--- src/rtl/fp_mul_seq_if.sv ---
// fp_mul_seq_if: operand-issue / result-writeback handshake bundle for fp_mul_seq
// in_valid/in_ready/a/b: operand side; out_valid/out_ready/q/flags: result side
// flags = {NV, DZ, UF, OF, NX}; master drives operands, slave is the multiplier
interface fp_mul_seq_if #(
    parameter int EB = 5,
    parameter int MB = 10
);
    logic          in_valid;
    logic          in_ready;
    logic [EB+MB:0] a;
    logic [EB+MB:0] b;
    logic          out_valid;
    logic          out_ready;
    logic [EB+MB:0] q;
    logic [4:0]    flags;

    modport master (output in_valid, a, b, out_ready, input in_ready, out_valid, q, flags);
    modport slave  (input in_valid, a, b, out_ready, output in_ready, out_valid, q, flags);
endinterface

--- src/rtl/fp_mul_seq.sv ---
// fp_mul_seq: sequential IEEE-754 multiplier (FTZ, RNE), shift-add significand datapath
// i_clk: clock, i_rst_n: async active-low reset
// bus (slave): in_valid/in_ready/a/b accept operands, out_valid/out_ready/q/flags return result
module fp_mul_seq #(
    parameter int EB = 5,
    parameter int MB = 10
) (
    input logic         i_clk,
    input logic         i_rst_n,
    fp_mul_seq_if.slave bus
);
    localparam int W    = 1 + EB + MB;
    localparam int P    = 2 * (MB + 1);
    localparam int E    = EB + 2;
    localparam int CW   = $clog2(MB + 1);
    localparam int BIAS = 2 ** (EB - 1) - 1;
    localparam int EMAX = 2 ** EB - 1;

    typedef enum logic [2:0] {IDLE, MUL, NORM, ROUND, DONE} state_t;
    state_t r_state, w_next;

    logic                r_sign;
    logic signed [E-1:0] r_exp;
    logic [P-1:0]        r_mcand, r_prod;
    logic [MB:0]         r_mplier, r_sig;
    logic [CW-1:0]       r_cnt;
    logic                r_g, r_s;
    logic [W-1:0]        r_q;
    logic [4:0]          r_flags;

    logic [EB-1:0]       w_ea, w_eb;
    logic [MB-1:0]       w_fa, w_fb;
    logic                w_a_zero, w_b_zero, w_a_inf, w_b_inf, w_a_nan, w_b_nan, w_a_snan, w_b_snan;
    logic                w_any_nan, w_inf_zero, w_special, w_sign;
    logic [W-1:0]        w_qnan, w_spec_q, w_rnd_q;
    logic [4:0]          w_spec_f, w_rnd_f;
    logic [P-1:0]        w_mcand, w_norm;
    logic [MB:0]         w_mplier, w_sig_r;
    logic                w_inc, w_carry, w_of, w_uf;
    logic signed [E-1:0] w_exp_r;

    assign w_ea       = bus.a[W-2:MB];
    assign w_eb       = bus.b[W-2:MB];
    assign w_fa       = bus.a[MB-1:0];
    assign w_fb       = bus.b[MB-1:0];
    assign w_a_zero   = w_ea == '0;
    assign w_b_zero   = w_eb == '0;
    assign w_a_inf    = (&w_ea) && !(|w_fa);
    assign w_b_inf    = (&w_eb) && !(|w_fb);
    assign w_a_nan    = (&w_ea) && (|w_fa);
    assign w_b_nan    = (&w_eb) && (|w_fb);
    assign w_a_snan   = w_a_nan && !w_fa[MB-1];
    assign w_b_snan   = w_b_nan && !w_fb[MB-1];
    assign w_any_nan  = w_a_nan | w_b_nan;
    assign w_inf_zero = (w_a_inf & w_b_zero) | (w_b_inf & w_a_zero);
    assign w_special  = w_any_nan | w_a_inf | w_b_inf | w_a_zero | w_b_zero;
    assign w_sign     = bus.a[W-1] ^ bus.b[W-1];
    assign w_qnan     = {1'b0, {EB{1'b1}}, 1'b1, {(MB-1){1'b0}}};
    assign w_spec_q   = (w_any_nan | w_inf_zero) ? w_qnan :
                        (w_a_inf | w_b_inf)      ? {w_sign, {EB{1'b1}}, {MB{1'b0}}} :
                                                   {w_sign, {(W-1){1'b0}}};
    assign w_spec_f   = {(w_any_nan ? (w_a_snan | w_b_snan) : w_inf_zero), 4'b0000};

    // the accept edge already performs partial product 0, so MUL only walks bits 1..MB
    assign w_mcand    = P'({1'b1, w_fa});
    assign w_mplier   = {1'b1, w_fb};

    // product is in [1,4): bring the leading one to the MSB before slicing
    assign w_norm     = r_prod[P-1] ? r_prod : r_prod << 1;

    assign w_inc      = r_g & (r_s | r_sig[0]);
    assign {w_carry, w_sig_r} = {1'b0, r_sig} + (MB + 2)'(w_inc);
    assign w_exp_r    = r_exp + E'(w_carry);
    assign w_of       = int'(w_exp_r) >= EMAX;
    assign w_uf       = int'(w_exp_r) <= 0;
    assign w_rnd_q    = w_of ? {r_sign, {EB{1'b1}}, {MB{1'b0}}} :
                        w_uf ? {r_sign, {(W-1){1'b0}}} :
                               {r_sign, w_exp_r[EB-1:0], w_sig_r[MB-1:0]};
    assign w_rnd_f    = {2'b00, w_uf, w_of, w_of | w_uf | r_g | r_s};

    assign bus.in_ready  = r_state == IDLE;
    assign bus.out_valid = r_state == DONE;
    assign bus.q         = r_q;
    assign bus.flags     = r_flags;

    always_comb begin
        w_next = r_state;
        case (r_state)
            IDLE:    w_next = bus.in_valid ? (w_special ? DONE : MUL) : IDLE;
            MUL:     w_next = (r_cnt == '0) ? NORM : MUL;
            NORM:    w_next = ROUND;
            ROUND:   w_next = DONE;
            DONE:    w_next = bus.out_ready ? IDLE : DONE;
            default: w_next = IDLE;
        endcase
    end

    always_ff @(posedge i_clk or negedge i_rst_n)
        if (!i_rst_n) r_state <= IDLE;
        else          r_state <= w_next;

    always_ff @(posedge i_clk or negedge i_rst_n) begin
        if (!i_rst_n) begin
            r_sign   <= 1'b0;
            r_exp    <= '0;
            r_mcand  <= '0;
            r_prod   <= '0;
            r_mplier <= '0;
            r_sig    <= '0;
            r_cnt    <= '0;
            r_g      <= 1'b0;
            r_s      <= 1'b0;
            r_q      <= '0;
            r_flags  <= '0;
        end else begin
            case (r_state)
                IDLE: if (bus.in_valid) begin
                    r_sign   <= w_sign;
                    r_exp    <= E'(w_ea) + E'(w_eb) - E'(BIAS);
                    r_prod   <= w_fb[0] ? w_mcand : '0;
                    r_mcand  <= w_mcand << 1;
                    r_mplier <= w_mplier >> 1;
                    r_cnt    <= CW'(MB - 1);
                    if (w_special) begin
                        r_q     <= w_spec_q;
                        r_flags <= w_spec_f;
                    end
                end
                MUL: begin
                    r_prod   <= r_prod + (r_mplier[0] ? r_mcand : '0);
                    r_mcand  <= r_mcand << 1;
                    r_mplier <= r_mplier >> 1;
                    r_cnt    <= r_cnt - CW'(1);
                end
                NORM: begin
                    r_exp <= r_exp + E'(r_prod[P-1]);
                    r_sig <= w_norm[P-1 -: MB+1];
                    r_g   <= w_norm[MB];
                    r_s   <= |w_norm[MB-1:0];
                end
                ROUND: begin
                    r_q     <= w_rnd_q;
                    r_flags <= w_rnd_f;
                end
                default: ;
            endcase
        end
    end
endmodule

--- src/flat_wrapper.sv ---
// flat-port wrapper written by rule: the top's interface ports become plain ports
module fp_mul_seq_flat 
#(
    parameter int EB = 5,
    parameter int MB = 10
)
  (i_clk, i_rst_n, bus_in_valid, bus_a, bus_b, bus_out_ready, bus_in_ready, bus_out_valid, bus_q, bus_flags);
  fp_mul_seq_if #(.EB(EB), .MB(MB)) bus_i ();
  input logic i_clk;
  input logic i_rst_n;
  input wire logic [$bits(bus_i.in_valid)-1:0] bus_in_valid;
  input wire logic [$bits(bus_i.a)-1:0] bus_a;
  input wire logic [$bits(bus_i.b)-1:0] bus_b;
  input wire logic [$bits(bus_i.out_ready)-1:0] bus_out_ready;
  output wire logic [$bits(bus_i.in_ready)-1:0] bus_in_ready;
  output wire logic [$bits(bus_i.out_valid)-1:0] bus_out_valid;
  output wire logic [$bits(bus_i.q)-1:0] bus_q;
  output wire logic [$bits(bus_i.flags)-1:0] bus_flags;
  assign bus_i.in_valid = bus_in_valid;
  assign bus_i.a = bus_a;
  assign bus_i.b = bus_b;
  assign bus_i.out_ready = bus_out_ready;
  assign bus_in_ready = bus_i.in_ready;
  assign bus_out_valid = bus_i.out_valid;
  assign bus_q = bus_i.q;
  assign bus_flags = bus_i.flags;
  fp_mul_seq #(.EB(EB), .MB(MB)) u_core (.i_clk(i_clk), .i_rst_n(i_rst_n), .bus(bus_i));
endmodule
--- config.mk ---
export PLATFORM = sky130hd
export DESIGN_NAME = fp_mul_seq_flat
export DESIGN_NICKNAME = d
export VERILOG_FILES = /design/src/rtl/fp_mul_seq_if.sv /design/src/rtl/fp_mul_seq.sv /design/src/flat_wrapper.sv
export SDC_FILE = /design/constraint.sdc
export NUM_CORES = 1
export LEC_CHECK = 0
export CORE_ASPECT_RATIO = 1.4
export CORE_MARGIN = 2
export CORE_UTILIZATION = 30
export DETAILED_ROUTE_END_ITERATION = 8
export PLACE_DENSITY = 0.57
export REMOVE_ABC_BUFFERS = 1
export SLEW_MARGIN = 30
export SYNTH_ARGS = -nofsm -noshare
export SYNTH_HDL_FRONTEND = slang
export SYNTH_SLANG_ARGS = --single-unit
--- constraint.sdc ---
create_clock -name i_clk -period 4 [get_ports i_clk]
set_clock_uncertainty 0.05 [all_clocks]
set_input_delay 0.6 -clock i_clk [delete_from_list [all_inputs] [get_ports i_clk]]
set_output_delay 0.6 -clock i_clk [all_outputs]
set_load 0.01 [all_outputs]
* Word level (Yosys, flattened, before mapping)
Index checks and enable logic that the tools add are counted.
** Cells by class
- Muxes and demuxes :: 29
- Bitwise logic cells :: 17
- Equality and inequality tests :: 6
- Divide/modulo/power cells :: 0
- Add/sub/neg operators :: 7
- Multipliers :: 0
- Reduce and logical (&&, ||, !) cells :: 26
- Shift operators :: 0
- Order comparisons :: 2
** Operator list (number)
- 2-to-1 mux 22 bit :: 4
- one-hot mux 22 bit (2 select lines) :: 2
- 2-to-1 mux 16 bit :: 3
- 2-to-1 mux 15 bit :: 3
- one-hot mux 16 bit (2 select lines) :: 1
- OR reduction 10 bit :: 3
- adder 22 bit :: 1
- 2-to-1 mux 11 bit :: 2
- one-hot mux 11 bit (2 select lines) :: 1
- one-hot mux 3 bit (5 select lines) :: 1
- adder 7 x 1 -> 7 bit :: 2
- one-hot mux 7 bit (2 select lines) :: 1
- bitwise OR 1 bit :: 13
- adder 11 x 1 -> 12 bit :: 1
- zero test 5 bit :: 2
- 2-to-1 mux 5 bit :: 2
- one-hot mux 5 bit (2 select lines) :: 1
- AND reduction 5 bit :: 2
- 2-to-1 mux 3 bit :: 3
- one-hot mux 4 bit (2 select lines) :: 1
- greater-or-equal comparator 7 x 6 -> 1 bit (second input constant) :: 1
- <= comparator 7 x 1 -> 1 bit (second input constant) :: 1
- 2-to-1 mux 7 bit :: 1
- subtractor 7 x 4 -> 7 bit (second input constant) :: 1
- other kinds (19) :: 34
** Storage, ports and cells
- Output and inout port bits :: 23
- Memories :: 0
- Flip-flop bits (word level) :: 104
- Latch bits :: 0
- Bits in writable memories :: 0
- Input bits :: 36
- ROM bits :: 0
- Logic and storage cells :: 99

* Longest topological paths before layout
- Depth in word-level cells :: 10
- Depth in mapped cells :: 15
- Mapped depth without buffers :: 15

* Worst setup path after synthesis
No wires, ideal clock.
- Path kind :: register -> register
- From :: reg u_core.r_s
- To :: reg u_core.r_q[9] (netlist: u_core.bus.q[9])
- Arrival time :: 2.826 ns
- Stages on the path, launching flop included :: 16
- Library setup time :: 0.065 ns
- Period minus slack after synthesis :: 2.941 ns
- Setup slack :: 1.059 ns
- Data required time :: 3.885 ns
- Cells stage by stage :: dfrtp_1 o21a_1 ha_1 nand3_1 nor2_1 and3_1 and3_1 ha_1 ha_1 nand3_1 xor2_1 nand2_1 or3_1 buf_6 o221ai_2 o21a_1
** On the way
- Word-level cells in the longest chain between the ends :: 8
** RTL lines
- start: declaration :: line fp_mul_seq.sv:27 : logic r_g, r_s;
- start signal: assignment :: line fp_mul_seq.sv:139 : r_s <= |w_norm[MB-1:0];
- bitwise OR 1 bit (*) :: line fp_mul_seq.sv:71 : assign w_inc = r_g & (r_s | r_sig[0]);
- AND 1 bit (*) :: line fp_mul_seq.sv:71
- adder 11 x 1 -> 12 bit (*) :: line fp_mul_seq.sv:72 : assign {w_carry, w_sig_r} = {1'b0, r_sig} + (MB + 2)'(w_inc);
- adder 7 x 1 -> 7 bit :: line fp_mul_seq.sv:73 : assign w_exp_r = r_exp + E'(w_carry);
- <= comparator 7 x 1 -> 1 bit :: line fp_mul_seq.sv:75 : assign w_uf = int'(w_exp_r) <= 0;
- 2-to-1 mux 15 bit :: line fp_mul_seq.sv:77 : w_uf ? {r_sign, {(W-1){1'b0}}} :
- 2-to-1 mux 15 bit (*) :: line fp_mul_seq.sv:76 : assign w_rnd_q = w_of ? {r_sign, {EB{1'b1}}, {MB{1'b0}}} :
- one-hot mux 16 bit (2 select lines) (*) :: line fp_mul_seq.sv:116 : case (r_state)
- end signal: assignment :: line fp_mul_seq.sv:125 : r_q <= w_spec_q;
- end signal: assignment :: line fp_mul_seq.sv:142 : r_q <= w_rnd_q;
- end: declaration :: line fp_mul_seq.sv:28 : logic [W-1:0] r_q;
Every way passes the cells marked *; elsewhere a longest branch is shown, timed or not.
A chain may end at the register's enable or synchronous reset.

* Worst setup path after layout
Same ends and word-level chain as after synthesis.

==> results.json <==
{
  "drive_gt1_share_pct": 4.74,
  "start_kind": "flip-flop",
  "synth_cells": 737,
  "dp_hpwl_um": 11500,
  "status": "completed",
  "antenna_cells": 0,
  "io_pins": 59,
  "route.detailed.wl_per_inst_um": 15.0,
  "core_area_mm2": 0.0205,
  "synth_edf_count": 0,
  "cp.required_ns": 4.25,
  "port_buffers": 57,
  "peakVddDrop_v": 0.000272,
  "root_buffer": "clkbuf_16",
  "wirelength_um": 15600,
  "die-height_um": 175,
  "fmax_mhz": 309,
  "period_minus_slack_ns": 3.24,
  "maxCapViolCount": 0,
  "p_leak_nw": 3.12,
  "power.density_mw_per_mm2": 837,
  "antenna_found_initial": 0,
  "synth.distinct_cells": 61,
  "synth_flop_cell": "dfrtp_1",
  "initial_utilization_pct": 30.5,
  "grt_pass1_vias": 5257,
  "dieArea_mm2": 0.0220,
  "p_total_mw": 6.13,
  "worst_slew_pin_slew_ns": 0.868,
  "setup_viol": 0,
  "cts_tree": "built",
  "cts_buffer_depth": 2,
  "relSlewSlack_pct": 42.1,
  "synth_area_mm2": 0.00625,
  "drt-pass1-iter-count": 5,
  "fin_crit_sh_pct": 81.0,
  "finalMaxSlewViolations": 0,
  "grt_pass1_wl_um": 26000,
  "tns_ns": 0,
  "grt_use_total_pct": 14.4,
  "postRouteAntennaNets": 0,
  "critical_path_class": "flip-flop to flip-flop",
  "drt_iter0_drc": 342,
  "hp-class": "primary input to asynchronous set/reset pin",
  "ys_ff_latch": 101,
  "rows": 62,
  "clock-sinks": 101,
  "ctsHoldBuffers": 0,
  "routabilityCongestion": 0.873,
  "cts_setup_buffers": 0,
  "cts_buffers": 9,
  "syn-mean-instance-area_um2": 8.47,
  "cp-end-kind": "flip-flop",
  "async_flop_share_pct": 100,
  "cts_resized": 0,
  "overflow": 0,
  "finalNetCount": 848,
  "reg2reg_from": "u_core.r_s",
  "worstPathMaxFanout": 10,
  "rsz0062_at_grt": "false",
  "finalHoldViolCount": 0,
  "vias": 5263,
  "grt_max_degree": 68,
  "yosys_warnings": 0,
  "drc": 0,
  "worstSkewPairLatency_ns": 0.35,
  "ys_seq_area_share_pct": 40.5,
  "htreeDepth": 3,
  "startpoint": "u_core.r_s",
  "die_w_um": 126,
  "clk_pin_slew_ns": 0.07,
  "area_delta_synth_final_pct": 17.4,
  "crit_arrival_ns": 3.49,
  "vias_per_cell": 5.08
}
==> Yosys cell counts (all sizes together), types with 18 or more instances <==
cell | number | area share (%)
and2 | 25 | 2.5
xor2 | 18 | 2.6
a31oi | 28 | 2.8
nand3 | 27 | 2.2
dfrtp | 101 | 40
ha | 34 | 6.8
nor2 | 62 | 3.7
o21ai | 68 | 5.4
xnor2 | 21 | 2.9
nand2 | 143 | 8.6
a21oi | 41 | 3.3
clkbuf | 26 | 1.6
==> flip-flops by register name, indices dropped and copies added (netlist names), 3 cells and up <==
name / flops
u_core.bus.flags: 4
u_core.bus.q: 16
u_core.r_cnt: 4
u_core.r_exp: 7
u_core.r_mcand: 21
u_core.r_mplier: 10
u_core.r_prod: 22
u_core.r_sig: 11
u_core.r_state: 3
==> cell type report <==
class	instances	area [µm²]
tap	256	320
multi-input combinational	588	3510
clock inverter	7	75.1
clock buffer	9	225
timing repair buffer	66	636
inverter	10	37.5
fill	2162	13100
sequential	101	2530
==> worst paths after layout <==
path | endpoint | slack (ns) | cells past startpoint
worst max-delay path | u_core.bus.q[9] | 0.76 | 14
worst min-delay path | u_core.r_mplier[7] | 0.31 | 1
worst max register to register | u_core.bus.q[9] | 0.76 | 14
worst min register to register | u_core.r_sig[10] | 0.41 | 2
max in group asynchronous | u_core.r_mcand[13] | 2.80 | 2
min in group i_clk | u_core.r_sig[10] | 0.41 | 2
==> power by group <==
group	switching [mW]	total [mW]	internal (mW)
Combinational	1.84	3.26	1.42
Clock	0.423	0.913	0.489
Sequential	0.455	1.96	1.51
==> logic make-up (layout without fill, tap and decap cells) <==
| kind of cell | Yosys count | count (layout) | share of synthesized area (%) |
|---|---|---|---|
| flip-flops | 101 | 101 | 40.5 |
| adder cells (fa/ha/maj) | 36 | 36 | 7.45 |
| AO/OA/AOI/OAI | 191 | 191 | 18.6 |
| buffers and inverters | 48 | 92 | 3.43 |
| other | 1 | 1 | 0.0600 |
| multiplexers | 13 | 13 | 2.08 |
| AND/OR/NAND/NOR | 308 | 308 | 22.3 |
| XOR/XNOR | 39 | 39 | 5.59 |
==> per-layer routing <==
layer | vias to the layer above | wire length [µm] | GRT usage, %
li1 | 2675 | - | -
met1 | 2487 | 6830 | 17.4
met2 | 82 | 8090 | 26.3
met3 | 19 | 357 | 1.53
met4 | 0 | 306 | 5.36
met5 | - | 0 | 0
==> cells in the final DEF, fill, tap and decap left out, types with 3 or more instances in the layout <==
cell and n:
a211oi_1 6, a21o_1 10, a21oi_1 40, a31oi_1 28, and2_1 25, and3_1 15
buf_4 10, clkbuf_16 9, clkdlybuf4s50_1 56, clkinv_4 3, dfrtp_1 101, ha_1 34
inv_1 10, mux2i_1 13, nand2_1 143, nand2b_1 3, nand3_1 26, nand4_1 4
nor2_1 62, nor2b_1 3, nor3_1 8, nor4_1 6, o211ai_1 3, o21a_1 4
o21ai_0 68, o22a_1 3, o22ai_1 5, xnor2_1 21, xor2_1 17
==> metrics by stage <==
| stage | utilization, % | area (µm²) | instances | hold WS, ns | setup slack, ns |
|---|---|---|---|---|---|
| after global placement | 34.3 | 7030 | 1021 | 0.393 | 0.779 |
| after global routing | 35.8 | 7330 | 1037 | 0.372 | 0.445 |
| after CTS | 35.8 | 7330 | 1037 | 0.342 | 0.735 |
| after detailed placement | 34.3 | 7030 | 1021 | 0.398 | 0.744 |
| final | 35.8 | 7330 | 1037 | 0.308 | 0.761 |
| after floorplan | - | 6070 | 699 | 0.254 | 1.05 |
==> critical path, cell delays in order (launching register included) <==
cell	delay [ns]
dfrtp_1	0.39
o21a_1	0.19
ha_1	0.21
nand3_1	0.11
nor2_1	0.08
and3_1	0.21
and3_1	0.20
ha_1	0.22
ha_1	0.25
nand3_1	0.12
xor2_1	0.27
nand2_1	0.07
or3_1	0.48
o221ai_2	0.21
o21a_1	0.14
(Power assumes the default switching activity.)
